--- src/rtl/mem_arb_pkg.sv ---
// Shared types and constants for the two-port memory arbiter.
// Holds the FSM state encoding, memory op codes and the default memory size.
package mem_arb_pkg;

  localparam int DEFAULT_MEM_SIZE = 96;

  typedef enum logic [1:0] {
    ST_IDLE   = 2'd0,
    ST_ACCESS = 2'd1,
    ST_RESP   = 2'd2
  } state_e;

  localparam logic [1:0] OP_READ = 2'd0;
  localparam logic [1:0] OP_WR1  = 2'd1;
  localparam logic [1:0] OP_WR2  = 2'd2;
  localparam logic [1:0] OP_WR4  = 2'd3;

  // Number of bytes an access touches; reads always fetch a whole word.
  function automatic int op_bytes(input logic [1:0] op);
    case (op)
      OP_WR1:  return 1;
      OP_WR2:  return 2;
      default: return 4;
    endcase
  endfunction

endpackage

--- src/rtl/rr_arbiter.sv ---
// Two-way round-robin arbiter. On a tie the requester not granted most
// recently wins; last_grant only moves when the grant is actually accepted.
module rr_arbiter (
  input  logic       clock,
  input  logic       reset,
  input  logic [1:0] req,
  input  logic       accept,
  output logic [1:0] grant
);

  logic last_grant;

  always_comb begin
    grant = 2'b00;
    case (req)
      2'b01:   grant = 2'b01;
      2'b10:   grant = 2'b10;
      2'b11:   grant = last_grant ? 2'b01 : 2'b10;
      default: grant = 2'b00;
    endcase
  end

  always_ff @(posedge clock) begin
    if (reset) begin
      last_grant <= 1'b1;
    end else if (accept) begin
      last_grant <= grant[1];
    end
  end

endmodule

--- src/rtl/mem_arbiter.sv ---
// Two-requester arbiter in front of a combinational-read byte memory.
// Each access runs IDLE (accept) -> ACCESS (memory op) -> RESP (response pulse).
//
// Handshake: a request transfers on a cycle where reqN_valid and reqN_ready are
// both high; ready is only offered in IDLE, to the arbiter's single grant, and
// never while reset is asserted. Once transferred, the requester sees exactly
// one respN_valid pulse two cycles later, unless reset aborts the access.
module mem_arbiter
  import mem_arb_pkg::*;
#(
  parameter int MEM_SIZE = DEFAULT_MEM_SIZE,
  parameter int ADDR_W   = 10
) (
  input  logic                clock,
  input  logic                reset,

  input  logic                req0_valid,
  input  logic [1:0]          req0_op,
  input  logic [ADDR_W-1:0]   req0_addr,
  input  logic [31:0]         req0_wdata,
  output logic                req0_ready,
  output logic                resp0_valid,
  output logic [31:0]         resp0_rdata,
  output logic                resp0_err,

  input  logic                req1_valid,
  input  logic [1:0]          req1_op,
  input  logic [ADDR_W-1:0]   req1_addr,
  input  logic [31:0]         req1_wdata,
  output logic                req1_ready,
  output logic                resp1_valid,
  output logic [31:0]         resp1_rdata,
  output logic                resp1_err,

  output logic [2:0]          em_control,
  output logic [4*ADDR_W-1:0] em_address,
  output logic [7:0]          em_dw0,
  output logic [7:0]          em_dw1,
  output logic [7:0]          em_dw2,
  output logic [7:0]          em_dw3,
  input  logic [31:0]         em_read,

  output logic [1:0]          dbg_state
);

  localparam logic [1:0] IDLE   = ST_IDLE;
  localparam logic [1:0] ACCESS = ST_ACCESS;
  localparam logic [1:0] RESP   = ST_RESP;

  logic [1:0]        state_q;
  logic [1:0]        grant;
  logic              accept;
  logic              sel;
  logic [1:0]        sel_op;
  logic [ADDR_W-1:0] sel_addr;
  logic [31:0]       sel_wdata;
  logic              sel_err;
  logic [ADDR_W-1:0] byte_addr;
  logic              gnt_q;
  logic              err_q;

  rr_arbiter u_arb (
    .clock  (clock),
    .reset  (reset),
    .req    ({req1_valid, req0_valid}),
    .accept (accept),
    .grant  (grant)
  );

  assign accept    = (state_q == IDLE) && !reset && (grant != 2'b00);
  assign sel       = grant[1];
  assign sel_op    = sel ? req1_op    : req0_op;
  assign sel_addr  = sel ? req1_addr  : req0_addr;
  assign sel_wdata = sel ? req1_wdata : req0_wdata;

  assign req0_ready = accept && grant[0];
  assign req1_ready = accept && grant[1];

  // Out of range if any touched byte (after address wrap) lies beyond the memory.
  always_comb begin
    sel_err   = 1'b0;
    byte_addr = '0;
    for (int i = 0; i < 4; i++) begin
      byte_addr = sel_addr + ADDR_W'(i);
      if ((i < op_bytes(sel_op)) && (32'(byte_addr) >= MEM_SIZE)) begin
        sel_err = 1'b1;
      end
    end
  end

  // Reset masks the pulse combinationally so an abort in RESP is never seen.
  assign resp0_valid = (state_q == RESP) && !gnt_q && !reset;
  assign resp1_valid = (state_q == RESP) &&  gnt_q && !reset;
  assign resp0_err   = resp0_valid && err_q;
  assign resp1_err   = resp1_valid && err_q;
  assign dbg_state   = state_q;

  always_ff @(posedge clock) begin
    if (reset) begin
      state_q     <= IDLE;
      gnt_q       <= 1'b0;
      err_q       <= 1'b0;
      em_control  <= 3'd0;
      em_address  <= '0;
      em_dw0      <= 8'd0;
      em_dw1      <= 8'd0;
      em_dw2      <= 8'd0;
      em_dw3      <= 8'd0;
      resp0_rdata <= 32'd0;
      resp1_rdata <= 32'd0;
    end else begin
      case (state_q)
        IDLE: begin
          if (accept) begin
            state_q    <= ACCESS;
            gnt_q      <= sel;
            err_q      <= sel_err;
            em_control <= sel_err ? 3'd0 : {1'b0, sel_op};
            for (int i = 0; i < 4; i++) begin
              em_address[i*ADDR_W +: ADDR_W] <= sel_addr + ADDR_W'(i);
            end
            em_dw0 <= sel_wdata[7:0];
            em_dw1 <= sel_wdata[15:8];
            em_dw2 <= sel_wdata[23:16];
            em_dw3 <= sel_wdata[31:24];
          end
        end
        ACCESS: begin
          state_q    <= RESP;
          em_control <= 3'd0;
          if (gnt_q) begin
            resp1_rdata <= err_q ? 32'd0 : em_read;
          end else begin
            resp0_rdata <= err_q ? 32'd0 : em_read;
          end
        end
        RESP: begin
          state_q <= IDLE;
        end
        default: begin
          state_q    <= IDLE;
          em_control <= 3'd0;
        end
      endcase
    end
  end

endmodule
--- config.mk ---
export PLATFORM = sky130hd
export DESIGN_NAME = mem_arbiter
export DESIGN_NICKNAME = d
export VERILOG_FILES = /design/src/rtl/mem_arb_pkg.sv /design/src/rtl/rr_arbiter.sv /design/src/rtl/mem_arbiter.sv
export SDC_FILE = /design/constraint.sdc
export NUM_CORES = 1
export LEC_CHECK = 0
export CAP_MARGIN = 5
export CORE_MARGIN = 2
export CORE_UTILIZATION = 39
export CTS_CLUSTER_DIAMETER = 80
export DETAILED_ROUTE_END_ITERATION = 6
export PLACE_DENSITY_LB_ADDON = 0.25
export SYNTH_ARGS = -nofsm -noshare
export SYNTH_HDL_FRONTEND = slang
export SYNTH_SLANG_ARGS = --single-unit
--- constraint.sdc ---
create_clock -name clock -period 2.6 [get_ports clock]
set_input_delay 0.26 -clock clock [delete_from_list [all_inputs] [get_ports clock]]
set_output_delay 0.26 -clock clock [all_outputs]
set_load 0.05 [all_outputs]
# --- After elaboration in Yosys (flattened, before gate mapping) ---
# Index checks and enable logic that the tools add are counted.
# W data, S select, Z words.
word_totals:
  elab_cells: 71
  inputBits: 124
  output_inout_bits: 147
  ff_bits: 144
op_classes:
  bitwise: 2
  n_mux: 16
  add_sub_neg: 3
  reduce_logical: 22
  order_cmp: 8
  eq_ne: 8
op_table:
  columns: ["cell", "count"]
  rows:
  - ["$lt A3 B32 Y1 const A", 2]
  - ["$mux W32", 2]
  - ["$ge A10 B7 Y1 const B", 4]
  - ["$lt A1 B32 Y1 const A", 1]
  - ["$lt A2 B32 Y1 const A", 1]
  - ["$add A10 B2 Y10 const B", 2]
  - ["$logic_and A1 B1 Y1", 14]
  - ["$pmux W3 S2", 2]
  - ["$add A10 B1 Y10 const B", 1]
  - ["$mux W10", 1]
  - ["$eq A2 B2 Y1 const B", 4]
  - ["$mux W2", 4]
  - ["$reduce_and A2 Y1", 4]
  - ["$eq A2 B1 Y1 const B", 3]
  - ["$pmux W2 S3", 1]
  - ["$mux W1", 4]
  - ["$pmux W2 S2", 1]
  - ["$mux W3", 1]
  - ["$logic_not A1 Y1", 2]
  - ["$logic_not A2 Y1", 1]
  - ["$ne A2 B2 Y1 const B", 1]
  - ["$not A1 Y1", 2]
  - ["$reduce_bool A2 Y1", 1]

# --- Depth between registers and ports, before layout ---
depth:
  depth_word: 14
  depth_mapped: 13
  ltp_nobuf: 11

# --- Modules after synthesis ---
# Synthesis repeated with hierarchy kept, for this count alone.
hier_totals:
  cells_unflattened: 784
  area_unflattened_um2: 6397.4
by_module_without_submodules:
  columns: ["module", "cells_per_inst", "seq_area_each_um2", "area_each_um2", "instances"]
  rows:
  - ["mem_arbiter", 778, 2802.7, 6343.6, 1]
  - ["rr_arbiter", 6, 20.0, 53.8, 1]

# --- Least setup slack after synthesis ---
# Ideal clock, no wire load.
synth_path:
  kind: "reg-to-output"
  startpoint: "register u_arb.last_grant"
  endpoint: "output port req1_ready"
  arrival_ns: 2.253
  required_ns: 2.340
  stages_incl_launch_ff: 6
  path_buffers: 3
  path_slack_ns: 0.087
  cell_sequence: "dfxtp_1 -> a21bo_2 -> buf_4 -> buf_1 -> clkbuf_1 -> nor3_1"
synth_via:
  elab_chain_len: 5
synth_lines:
  columns: ["item", "line", "text"]
  rows:
  - ["start: declaration", "rr_arbiter.sv:11", "logic last_grant;"]
  - ["start signal: assignment", "rr_arbiter.sv:27", "last_grant <= grant[1];"]
  - ["$mux W2 *", "rr_arbiter.sv:18", "2'b11: grant = last_grant ? 2'b01 : 2'b10;"]
  - ["$pmux W2 S3 *", "rr_arbiter.sv:15", "case (req)"]
  - ["$reduce_bool A2 Y1", "mem_arbiter.sv:70", "assign accept = (state_q == IDLE) && !reset && (grant != 2'b00);"]
  - ["$logic_and A1 B1 Y1", "mem_arbiter.sv:70", null]
  - ["$logic_and A1 B1 Y1 *", "mem_arbiter.sv:77", "assign req1_ready = accept && grant[1];"]
  - ["end: declaration", "mem_arbiter.sv:30", "output logic req1_ready,"]
# Every way passes the cells marked *; elsewhere a longest branch is shown, timed or not.

# --- Final worst setup path ---
layout_path:
  startpoint: "input port req0_valid"
  endpoint: "register em_control[0]"
layout_via:
  word_cells_on_any_way: 35
  classes_between: "add/sub: 3; order compare: 8; eq/ne: 6; mux: 11; reduce/logical: 7"
layout_lines:
  columns: ["item", "line", "text"]
  rows:
  - ["start: declaration", "mem_arbiter.sv:17", "input logic req0_valid,"]
  - ["$eq A2 B2 Y1 / $eq A2 B1 Y1 (equally long branches)", "rr_arbiter.sv:15", null]
  - ["$pmux W2 S3 *", "rr_arbiter.sv:15", null]
  - ["$mux W10 *", "mem_arbiter.sv:73", "assign sel_addr = sel ? req1_addr : req0_addr;"]
  - ["$add A10 B2 Y10 *", "mem_arbiter.sv:84", "byte_addr = sel_addr + ADDR_W'(i);"]
  - ["net byte_addr[0]", "mem_arbiter.sv:58", "logic [ADDR_W-1:0] byte_addr;"]
  - ["$ge A10 B7 Y1 *", "mem_arbiter.sv:85", "if ((i < op_bytes(sel_op)) && (32'(byte_addr) >= MEM_SIZE)) begin"]
  - ["$logic_and A1 B1 Y1 *", "mem_arbiter.sv:85", null]
  - ["$mux W1 *", "mem_arbiter.sv:85", null]
  - ["$mux W2 *", "mem_arbiter.sv:118", "em_control <= sel_err ? 3'd0 : {1'b0, sel_op};"]
  - ["$mux W3 *", "mem_arbiter.sv:114", "if (accept) begin"]
  - ["$pmux W3 S2 *", "mem_arbiter.sv:112", "case (state_q)"]
  - ["end signal: assignment", "mem_arbiter.sv:118", null]
  - ["end: declaration", "mem_arbiter.sv:35", "output logic [2:0] em_control,"]
# The timed path passes the listed nets; every way through them passes the cells marked *. The select of a mux whose other input is x is not followed.
# A chain may end at the register's enable or synchronous reset.

==> results.txt <==
Status: completed
Synth Flop Type: dfxtp_1
Synth Warn #: 0
Vias/cell: 5.02
# setup viols final: 0
Asr flop ratio synth: 0%
Io pins: 271
Mapped Cells: 810
Max frequency: 0.460 GHz
Initial DRC count: 363
Post-synth top area share: 45.4%
Top cells by area, synth: dfxtp_1 45%, nand2_1 14%, a21oi_1 7.2%
First-pass GRT wire length: 32000 um
RSZ-0062 raised after global routing: no
Root Buffer: clkbuf_16
H-tree Lvls: 4
Syn_area_per_cell: 7.68 um2
P per Cell Area: 689 nW/um2
Die Width: 130 um
Via count: 6556
Input/output buffers: 269
Number of synthesized flops with an enable pin: 0
Pre-Repair DR Iteration Count: 4
Reg clk slew, reported paths: 60 ps
GRT Util Overall: 24.4%
Crit-path slowest cell: clkdlybuf4s50_1
Routability cong.: 0.974
Buf+Inv Stages, Crit Path: 2
Critical path class: primary input to flop
CTS tree: yes
GRT overflow: 0
Fin crit share: 83.6%
Synth top cells by count: 236 x nand2_1, 141 x dfxtp_1, 89 x a21oi_1
Die Y: 130 um
Slew at the pin closest to its max-slew limit: 897 ps
Fin crit period: 2170 ps
# diodes: 0
Mapped Area: 6220 um2
Slowest cell delay on critical path: 490 ps
Largest area contributor in the netlist: dfxtp_1
Antenna Violating Nets Remaining: 0
Highest ir drop seen on vdd: 470 uV
Area delta synth->final: 59.6%
Synth Register Bits: 141
Critical-path maximum fanout: 5
Drt wl/cell: 16.1 um
WHS: 414 ps
Max Transition Viols Final: 0
Startpoint types: primary input
Nets: 1205
Ratio of cells with drive above 1 in the final layout: 8.80%
DRC: 0
Flop2flop setup slack: 440 ps
Post-DP HPWL: 15600 um
Register area share after synthesis: 45.4%
Clock sink count: 141
CP required: 2860 ps
Worst-case clock buffer depth: 2
Die area: 17000 um2
Post-CTS setup buffer count: 0
Pleak: 0.00377 uW
Initial antenna violation count: 0
Skew final: 5.25 ps
Syn nets: 937
Fin Setup TNS: 0 ps
Num rows: 46
Rel. slew slack: 40.2%
Core area: 15700 um2
Post-synth cell types: 44
Total CTS buffers: 17
Drt total wl: 21100 um
Worst setup EP type: flop
Final Hold Vio Count: 0
Vias in the first global route: 6097
Initial Util: 39.6%
Crit path DAT: 2440 ps
Critical path cell sequence: clkdlybuf4s50_1, a21boi_4, mux2i_1, inv_1, ha_1, nand4_1, xnor2_1, nand3_1, nand2_1, a21oi_1, a32oi_1, nor2_1
Max Cap Viol: 0
Largest delay contributor family on the critical path: buffers and inverters
Largest net degree at the start of global routing: 86
Most numerous cell in the Yosys netlist: nand2_1
Worst-skew pair later-pin latency: 410 ps
Min-Delay Path Class: primary input to flop
-- power breakdown --
part	switching (uW)	internal, uW	total, uW
Sequential	99.5	2330	2430
Combinational	1180	722	1900
Clock	926	1580	2510
Total	2210	4630	6840
-- placed cells by master, fill, tap and decap left out, types with 3 or more instances in the layout --
cell / count
nor3_1: 5
clkbuf_16: 17
inv_1: 4
bufinv_16: 3
nor2_1: 74
ha_1: 3
nand3_1: 16
buf_12: 3
nand2_1: 236
o211ai_1: 4
a211oi_1: 19
a311oi_1: 33
a21oi_1: 89
dfxtp_1: 141
clkbuf_8: 3
mux2i_1: 8
nor2b_1: 35
clkinv_2: 4
xor2_1: 9
clkdlybuf4s50_1: 262
nand4_1: 8
buf_4: 50
and3_1: 6
and2_1: 3
o21ai_0: 9
xnor2_1: 10
-- routing by layer --
metal	global-route usage, %	up-vias	share of wire (%)
met5	0	-	0
li1	-	3270	-
met4	8.41	0	1.6
met3	9.43	27	10
met2	39.9	258	47
met1	29.5	3001	41
-- cell type report --
| class | count | area, um2 |
|---|---|---|
| Inverter | 4 | 15.0 |
| Sequential cell | 141 | 2820 |
| Clock inverter | 10 | 135 |
| Timing Repair Buffer | 317 | 3080 |
| Fill cell | 1442 | 5790 |
| Clock buffer | 22 | 474 |
| Tap cell | 216 | 270 |
| Multi-Input combinational cell | 597 | 3130 |
-- registers in the layout, indices dropped and copies added, names as in the netlist --
register,cells
em_dw3,8
resp0_rdata,32
em_dw2,8
em_control,2
err_q,1
gnt_q,1
em_dw0,8
resp1_rdata,32
dbg_state,2
u_arb.last_grant,1
em_dw1,8
em_address,38
-- stage by stage --
stage          utilization (%)  setup WS, ps  std cells  instance area, um2  total power [uW]
3_3_place_gp              59.3          87.6       1275                9310              4370
3_5_place_dp              59.3          27.5       1275                9310              4380
6_report                  63.2           425       1307                9930              6840
5_1_grt                   63.2           243       1307                9930              7120
2_1_floorplan                -          86.7        810                6220              3600
4_1_cts                   63.1          6.06       1307                9920              6900
-- logic make-up after synthesis --
family	after synthesis	synth area share, %
and+or+nand+nor	394	26.9
AOI/OAI and AO/OA	168	17.3
DFF	141	45.4
buffers and inverters	72	4.71
xor gates and xnor gates	19	2.68
muxes	12	2.41
adders and majority gates	3	0.604
other	1	0.0603
-- worst paths after layout --
path         cells after the start                      endpoint                          start
max reg2reg                     11    em_control[0]$_SDFFE_PP0P_  u_arb.last_grant$_SDFFE_PP1P_
max                             12    em_control[0]$_SDFFE_PP0P_                     req0_valid
min                              3        em_dw3[2]$_SDFFE_PP0P_                 req1_wdata[26]
min reg2reg                      2  resp1_rdata[15]$_SDFFE_PP0P_   resp1_rdata[15]$_SDFFE_PP0P_
-- repair_timing --
action / CTS / global route
endpoints found under the hold margin: 0 / 0
hold buffers: 0 / 0
setup endpoints to repair: 0 / 2
gates resized for setup: 0 / 2
-- worst register-to-register path: stages, from the launching register on --
cell and delay (ps):
dfxtp_1 360, a21boi_4 220, mux2i_1 290, inv_1 90, ha_1 270, nand4_1 130
xnor2_1 120, nand3_1 90, nand2_1 90, a21oi_1 90, a32oi_1 200, nor2_1 50
No activity file was read; power rests on OpenSTA's default activity.
